--- src/rtl/fifo_wptr_full_if.sv ---
// Bundles the write-side FIFO pointer/flag signals between the write-domain
// logic and the pointer generator.
interface fifo_wptr_full_if #(
  parameter int ADDR_WIDTH = 4
);
  logic                  w_inc;
  logic [ADDR_WIDTH:0]   wq2_r_ptr;
  logic                  w_ovf_clr;
  logic [ADDR_WIDTH-1:0] w_addr;
  logic [ADDR_WIDTH:0]   w_ptr;
  logic                  w_full;
  logic                  w_almost_full;
  logic [ADDR_WIDTH:0]   w_level;
  logic                  w_overflow;

  // Environment side: issues writes and supplies the synchronised read pointer.
  modport master (
    output w_inc, wq2_r_ptr, w_ovf_clr,
    input  w_addr, w_ptr, w_full, w_almost_full, w_level, w_overflow
  );

  // Pointer generator side.
  modport slave (
    input  w_inc, wq2_r_ptr, w_ovf_clr,
    output w_addr, w_ptr, w_full, w_almost_full, w_level, w_overflow
  );
endinterface

--- src/rtl/fifo_wptr_full.sv ---
// Write-domain pointer, full, fill-level, almost-full and sticky-overflow
// generator for an asynchronous FIFO.
module fifo_wptr_full #(
  parameter int ADDR_WIDTH   = 4,
  parameter int AFULL_THRESH = 12
) (
  input logic              w_clk,
  input logic              w_rst,
  fifo_wptr_full_if.slave  bus
);
  localparam int PW = ADDR_WIDTH + 1;

  logic [PW-1:0] r_bin;
  logic [PW-1:0] r_ptr;
  logic [PW-1:0] r_level;
  logic          r_full;
  logic          r_almost_full;
  logic          r_overflow;

  logic          w_wr;
  logic [PW-1:0] w_bin_next;
  logic [PW-1:0] w_gray_next;
  logic [PW-1:0] w_rd_bin;
  logic [PW-1:0] w_full_cmp;
  logic [PW-1:0] w_level_next;

  assign w_wr        = bus.w_inc & ~r_full;
  assign w_bin_next  = r_bin + PW'(w_wr);
  assign w_gray_next = (w_bin_next >> 1) ^ w_bin_next;

  // Each binary bit is the XOR of all Gray bits at or above it; written as a
  // reduction per bit so no bit depends on another bit of the same vector.
  // NOTE: every bit is assigned on every pass, so no latch can be inferred.
  always_comb begin
    w_rd_bin = '0;
    for (int i = 0; i < PW; i++) begin
      w_rd_bin[i] = ^(bus.wq2_r_ptr >> i);
    end
  end

  // Full when the write pointer has lapped the read pointer exactly once:
  // top two Gray bits inverted, the rest identical.
  assign w_full_cmp   = {~bus.wq2_r_ptr[ADDR_WIDTH:ADDR_WIDTH-1],
                         bus.wq2_r_ptr[ADDR_WIDTH-2:0]};
  assign w_level_next = w_bin_next - w_rd_bin;

  // NOTE: state registers use non-blocking assignments so every flop samples
  // the pre-edge values of its inputs, independent of statement order.
  always_ff @(posedge w_clk or posedge w_rst) begin
    if (w_rst) begin
      r_bin         <= '0;
      r_ptr         <= '0;
      r_full        <= 1'b0;
      r_almost_full <= 1'b0;
      r_level       <= '0;
      r_overflow    <= 1'b0;
    end else begin
      r_bin         <= w_bin_next;
      r_ptr         <= w_gray_next;
      r_full        <= (w_gray_next == w_full_cmp);
      r_level       <= w_level_next;
      r_almost_full <= (w_level_next >= PW'(AFULL_THRESH));
      // Set takes priority over clear when both happen in one cycle.
      if (bus.w_inc && r_full) begin
        r_overflow <= 1'b1;
      end else if (bus.w_ovf_clr) begin
        r_overflow <= 1'b0;
      end
    end
  end

  assign bus.w_addr        = r_bin[ADDR_WIDTH-1:0];
  assign bus.w_ptr         = r_ptr;
  assign bus.w_full        = r_full;
  assign bus.w_almost_full = r_almost_full;
  assign bus.w_level       = r_level;
  assign bus.w_overflow    = r_overflow;
endmodule

--- src/flat_wrapper.sv ---
// flat-port wrapper written by rule: the top's interface ports become plain ports
module fifo_wptr_full_flat 
#(
  parameter int ADDR_WIDTH   = 4,
  parameter int AFULL_THRESH = 12
)
  (w_clk, w_rst, bus_w_inc, bus_wq2_r_ptr, bus_w_ovf_clr, bus_w_addr, bus_w_ptr, bus_w_full, bus_w_almost_full, bus_w_level, bus_w_overflow);
  fifo_wptr_full_if #(.ADDR_WIDTH(ADDR_WIDTH)) bus_i ();
  input logic w_clk;
  input logic w_rst;
  input wire logic [$bits(bus_i.w_inc)-1:0] bus_w_inc;
  input wire logic [$bits(bus_i.wq2_r_ptr)-1:0] bus_wq2_r_ptr;
  input wire logic [$bits(bus_i.w_ovf_clr)-1:0] bus_w_ovf_clr;
  output wire logic [$bits(bus_i.w_addr)-1:0] bus_w_addr;
  output wire logic [$bits(bus_i.w_ptr)-1:0] bus_w_ptr;
  output wire logic [$bits(bus_i.w_full)-1:0] bus_w_full;
  output wire logic [$bits(bus_i.w_almost_full)-1:0] bus_w_almost_full;
  output wire logic [$bits(bus_i.w_level)-1:0] bus_w_level;
  output wire logic [$bits(bus_i.w_overflow)-1:0] bus_w_overflow;
  assign bus_i.w_inc = bus_w_inc;
  assign bus_i.wq2_r_ptr = bus_wq2_r_ptr;
  assign bus_i.w_ovf_clr = bus_w_ovf_clr;
  assign bus_w_addr = bus_i.w_addr;
  assign bus_w_ptr = bus_i.w_ptr;
  assign bus_w_full = bus_i.w_full;
  assign bus_w_almost_full = bus_i.w_almost_full;
  assign bus_w_level = bus_i.w_level;
  assign bus_w_overflow = bus_i.w_overflow;
  fifo_wptr_full #(.ADDR_WIDTH(ADDR_WIDTH), .AFULL_THRESH(AFULL_THRESH)) u_core (.w_clk(w_clk), .w_rst(w_rst), .bus(bus_i));
endmodule
--- config.mk ---
export PLATFORM = sky130hd
export DESIGN_NAME = fifo_wptr_full_flat
export DESIGN_NICKNAME = d
export VERILOG_FILES = /design/src/rtl/fifo_wptr_full_if.sv /design/src/rtl/fifo_wptr_full.sv /design/src/flat_wrapper.sv
export SDC_FILE = /design/constraint.sdc
export NUM_CORES = 1
export LEC_CHECK = 0
export ABC_AREA = 1
export BUFFER_PORTS_ARGS = -buffer_cell sky130_fd_sc_hd__buf_2
export CAP_MARGIN = 20
export CORE_UTILIZATION = 54
export CTS_BUF_LIST = sky130_fd_sc_hd__clkbuf_8
export DETAILED_ROUTE_END_ITERATION = 6
export GPL_ROUTABILITY_DRIVEN = 0
export GPL_TIMING_DRIVEN = 0
export PLACE_DENSITY = 0.81
export SKIP_LAST_GASP = 1
export SYNTH_ARGS = -nofsm -noshare
export SYNTH_HDL_FRONTEND = slang
export SYNTH_SLANG_ARGS = --single-unit
--- constraint.sdc ---
create_clock -name w_clk -period 2.4 [get_ports w_clk]
set_input_delay 0.48 -clock w_clk [delete_from_list [all_inputs] [get_ports w_clk]]
set_output_delay 0.48 -clock w_clk [all_outputs]
set_load 0.01 [all_outputs]
==> impl_metrics.toml <==
[pwr]
p_int_mw = 1.019
total_leakage_power_nw = 0.6882
p_clk_share_pct = 10.5
p_sw_share_pct = 45.21
seqPwrFrac_pct = 28.0
pwr-share-comb_pct = 61.5
peakVddDrop_v = 0.0007467
power_density_nw_per_um2 = 1550
p_switching_mw = 0.8410

[yosys]
synthXorXnorAreaFrac_pct = 16.54
yosysWarningCount = 0
synth_compound_area_share_pct = 1.003
synth_top_family_by_area = "simple AND/OR/NAND/NOR gates"
yosys_register_bits = 17
post_synth.cell_area_avg_um2 = 8.758
syn_inst = 114
synth-seq-area-share_pct = 42.61
syn_area_um2 = 998.5
synthAdderAreaFrac_pct = 7.519
synthMuxAreaShare_pct = 0
synthSimpleGateAreaFrac_pct = 23.68
synth.distinct_cells = 20
syn_nets = 129

[worst_setup_path]
arrival_ns = 2.29
crit_required_ns = 2.53
worstPathCellList = "buf_2, inv_1, nand2_1, nand2_1, xor2_1, xor2_1, inv_1, ha_1, inv_1, ha_1, clkinv_1, nand2_1, nand3_1, nand2_1, nand2_1, nand2_1, nand2_1"
r2r_end = "u_core.bus.w_level[3]"
worstPathMaxFanout = 3
critPathMaxStageDelay_ns = 0.27
reg2reg_from = "u_core.bus.w_full"
reg2reg_depth = 13
critPathSlowestCell = "xor2_1"
crit_path_end_kind = "register"
start_kind = "input pin"
r2r_setup_slack_ns = 0.25
worstSetupPathType = "in2reg"
critPathMostFrequentCell = "nand2_1"

[run_status]
outcome = "finished, final reports clean"

[placed_design]
port_buffers = 25
dp_hpwl_um = 1431

[cells_and_area]
final.fill_count = 148
drive_gt1_share_pct = 27.97
layout_commonest_cell = "nand2_1"
n_antenna_cell = 0
multiInputGateArea_um2 = 486.7
fin_nets = 159
seqCellArea_um2 = 425.4
area_growth_pct = 20.18
final_cell_mix = "nand2_1, buf_2, inv_1, dfrtp_1, xor2_1"

[floorplan]
rows = 15
io_pins = 26
dieArea_um2 = 2025
die_w_um = 45
start_util_pct = 57.83
die_h_um = 45
coreArea_um2 = 1727

[hold_path]
hold_path.class = "in2async"

[timing]
hold_viol_final = 0
slew_viol_final = 0
hold_ws_ns = 0.3022
post-route-period-util_pct = 90.16
setup_viol = 0
max_freq_mhz = 462.1
worstMarginPinSlew_ns = 0.6077
tns_ns = 0
layout_min_cycle_time_ns = 2.164
grt_setup_unrepaired = "no"
fin_skew_ns = 0.003391
relSlewSlack_pct = 59.44

[detailed_routing]
first_pass_iters = 4
drt_iter0_markers = 11
avgRoutedWirePerCell_um = 9.946
avgViaCountPerCell = 4.560
final_antenna_net_count = 0
num_vias = 766
drc = 0
routed_wl_um = 1671

[cts]
cts.repair.resized = 0
clock_path_buffers = 2
worstSkewPairLatency_ns = 0.24
htreeDepth = 1
cts_tree = "built"
postCtsHoldBufs = 0
cts-buffers-inserted = 3
numClockSinks = 17
clkTransAtPathRegs_ns = 0.06
cts-root-buf = "clkbuf_8"
cts_setup_buffers = 0

[grt]
antenna_found_initial = 0
grt_max_degree = 18
grt_overflow = 0
grt_pass1_wl_um = 2594
grtUsageTotal_pct = 18.33
grt_pass1_vias = 648

[flow_run]
drv_cap = 0
==> per-layer routing <==
metal	track usage (%)	up-vias	part of all wire [%]
met1	19.79	339	42
met2	33.04	25	52
met3	4.000	4	4.0
met4	9.697	0	1.7
met5	0	-	0
li1	-	398	-
==> state kept, by name (all words and copies together) (netlist names) <==
| signal | count |
|---|---|
| u_core.bus.w_level | 5 |
| u_core.r_bin | 5 |
| u_core.bus.w_ptr | 4 |
| u_core.bus.w_almost_full | 1 |
| u_core.bus.w_full | 1 |
| u_core.bus.w_overflow | 1 |
==> worst max-delay path, delay by kind of cell <==
family        cells  cell delay [ns]
xor+xnor          2             0.46
fa+ha+maj         2             0.33
simple gates      8             0.63
buf+inv           5             0.39
==> final cells by class <==
cell class,count,area share [%]
tap,25,2.607
timing repair buffer,25,10.43
clock buffer,3,3.441
sequential,17,35.45
clock inverter,1,0.3128
inverter,23,7.195
multi-input combinational,74,40.56
==> cells by family (layout without fill, tap and decap cells) <==
| kind of cell | after synthesis | in the layout |
|---|---|---|
| buf+inv | 23 | 52 |
| flops | 17 | 17 |
| compound gates | 2 | 2 |
| simple gates | 51 | 51 |
| fa+ha+maj | 6 | 6 |
| xor+xnor | 15 | 15 |
==> worst max path at each step <==
| stage | startpoint | end |
|---|---|---|
| after floorplan | bus_w_inc | u_core.bus.w_level[3] |
| after global placement | bus_wq2_r_ptr[3] | u_core.bus.w_almost_full |
| after detailed placement | bus_wq2_r_ptr[3] | u_core.bus.w_almost_full |
| after CTS | bus_wq2_r_ptr[3] | u_core.bus.w_almost_full |
| after global routing | bus_wq2_r_ptr[3] | u_core.bus.w_almost_full |
| final | bus_wq2_r_ptr[3] | u_core.bus.w_almost_full |
==> cell usage after synthesis, drive strengths merged <==
library cell | number | share of area (%)
and2 | 1 | 0.63
dfrtp | 17 | 43
a21oi | 1 | 0.50
nand2 | 36 | 15
xnor2 | 4 | 6.1
o21ai | 1 | 0.50
nor2 | 4 | 2.3
inv | 22 | 8.3
nand3 | 10 | 6.0
xor2 | 11 | 10
clkinv | 1 | 0.38
ha | 6 | 7.5
==> stage by stage <==
stage          power, mW  std cells  setup slack [ns]  cell area (um2)  utilization [%]
6_report           1.860        168            0.2360             1200            69.49
2_1_floorplan      1.371        114            0.3117            998.5                -
3_3_place_gp       1.618        164            0.1026             1155            66.88
4_1_cts            1.874        168            0.2196             1200            69.49
3_5_place_dp       1.670        164          -0.02517             1155            66.88
5_1_grt            2.028        168           0.03188             1200            69.49
==> power groups by stage <==
stage	Combinational (mW)	Sequential [mW]	Clock, mW
after floorplan	0.768	0.603	0
after global placement	1.10	0.519	0
after detailed placement	1.14	0.529	0
after CTS	1.15	0.523	0.200
after global routing	1.27	0.537	0.217
final	1.14	0.522	0.195
(Power assumes the default switching activity.)
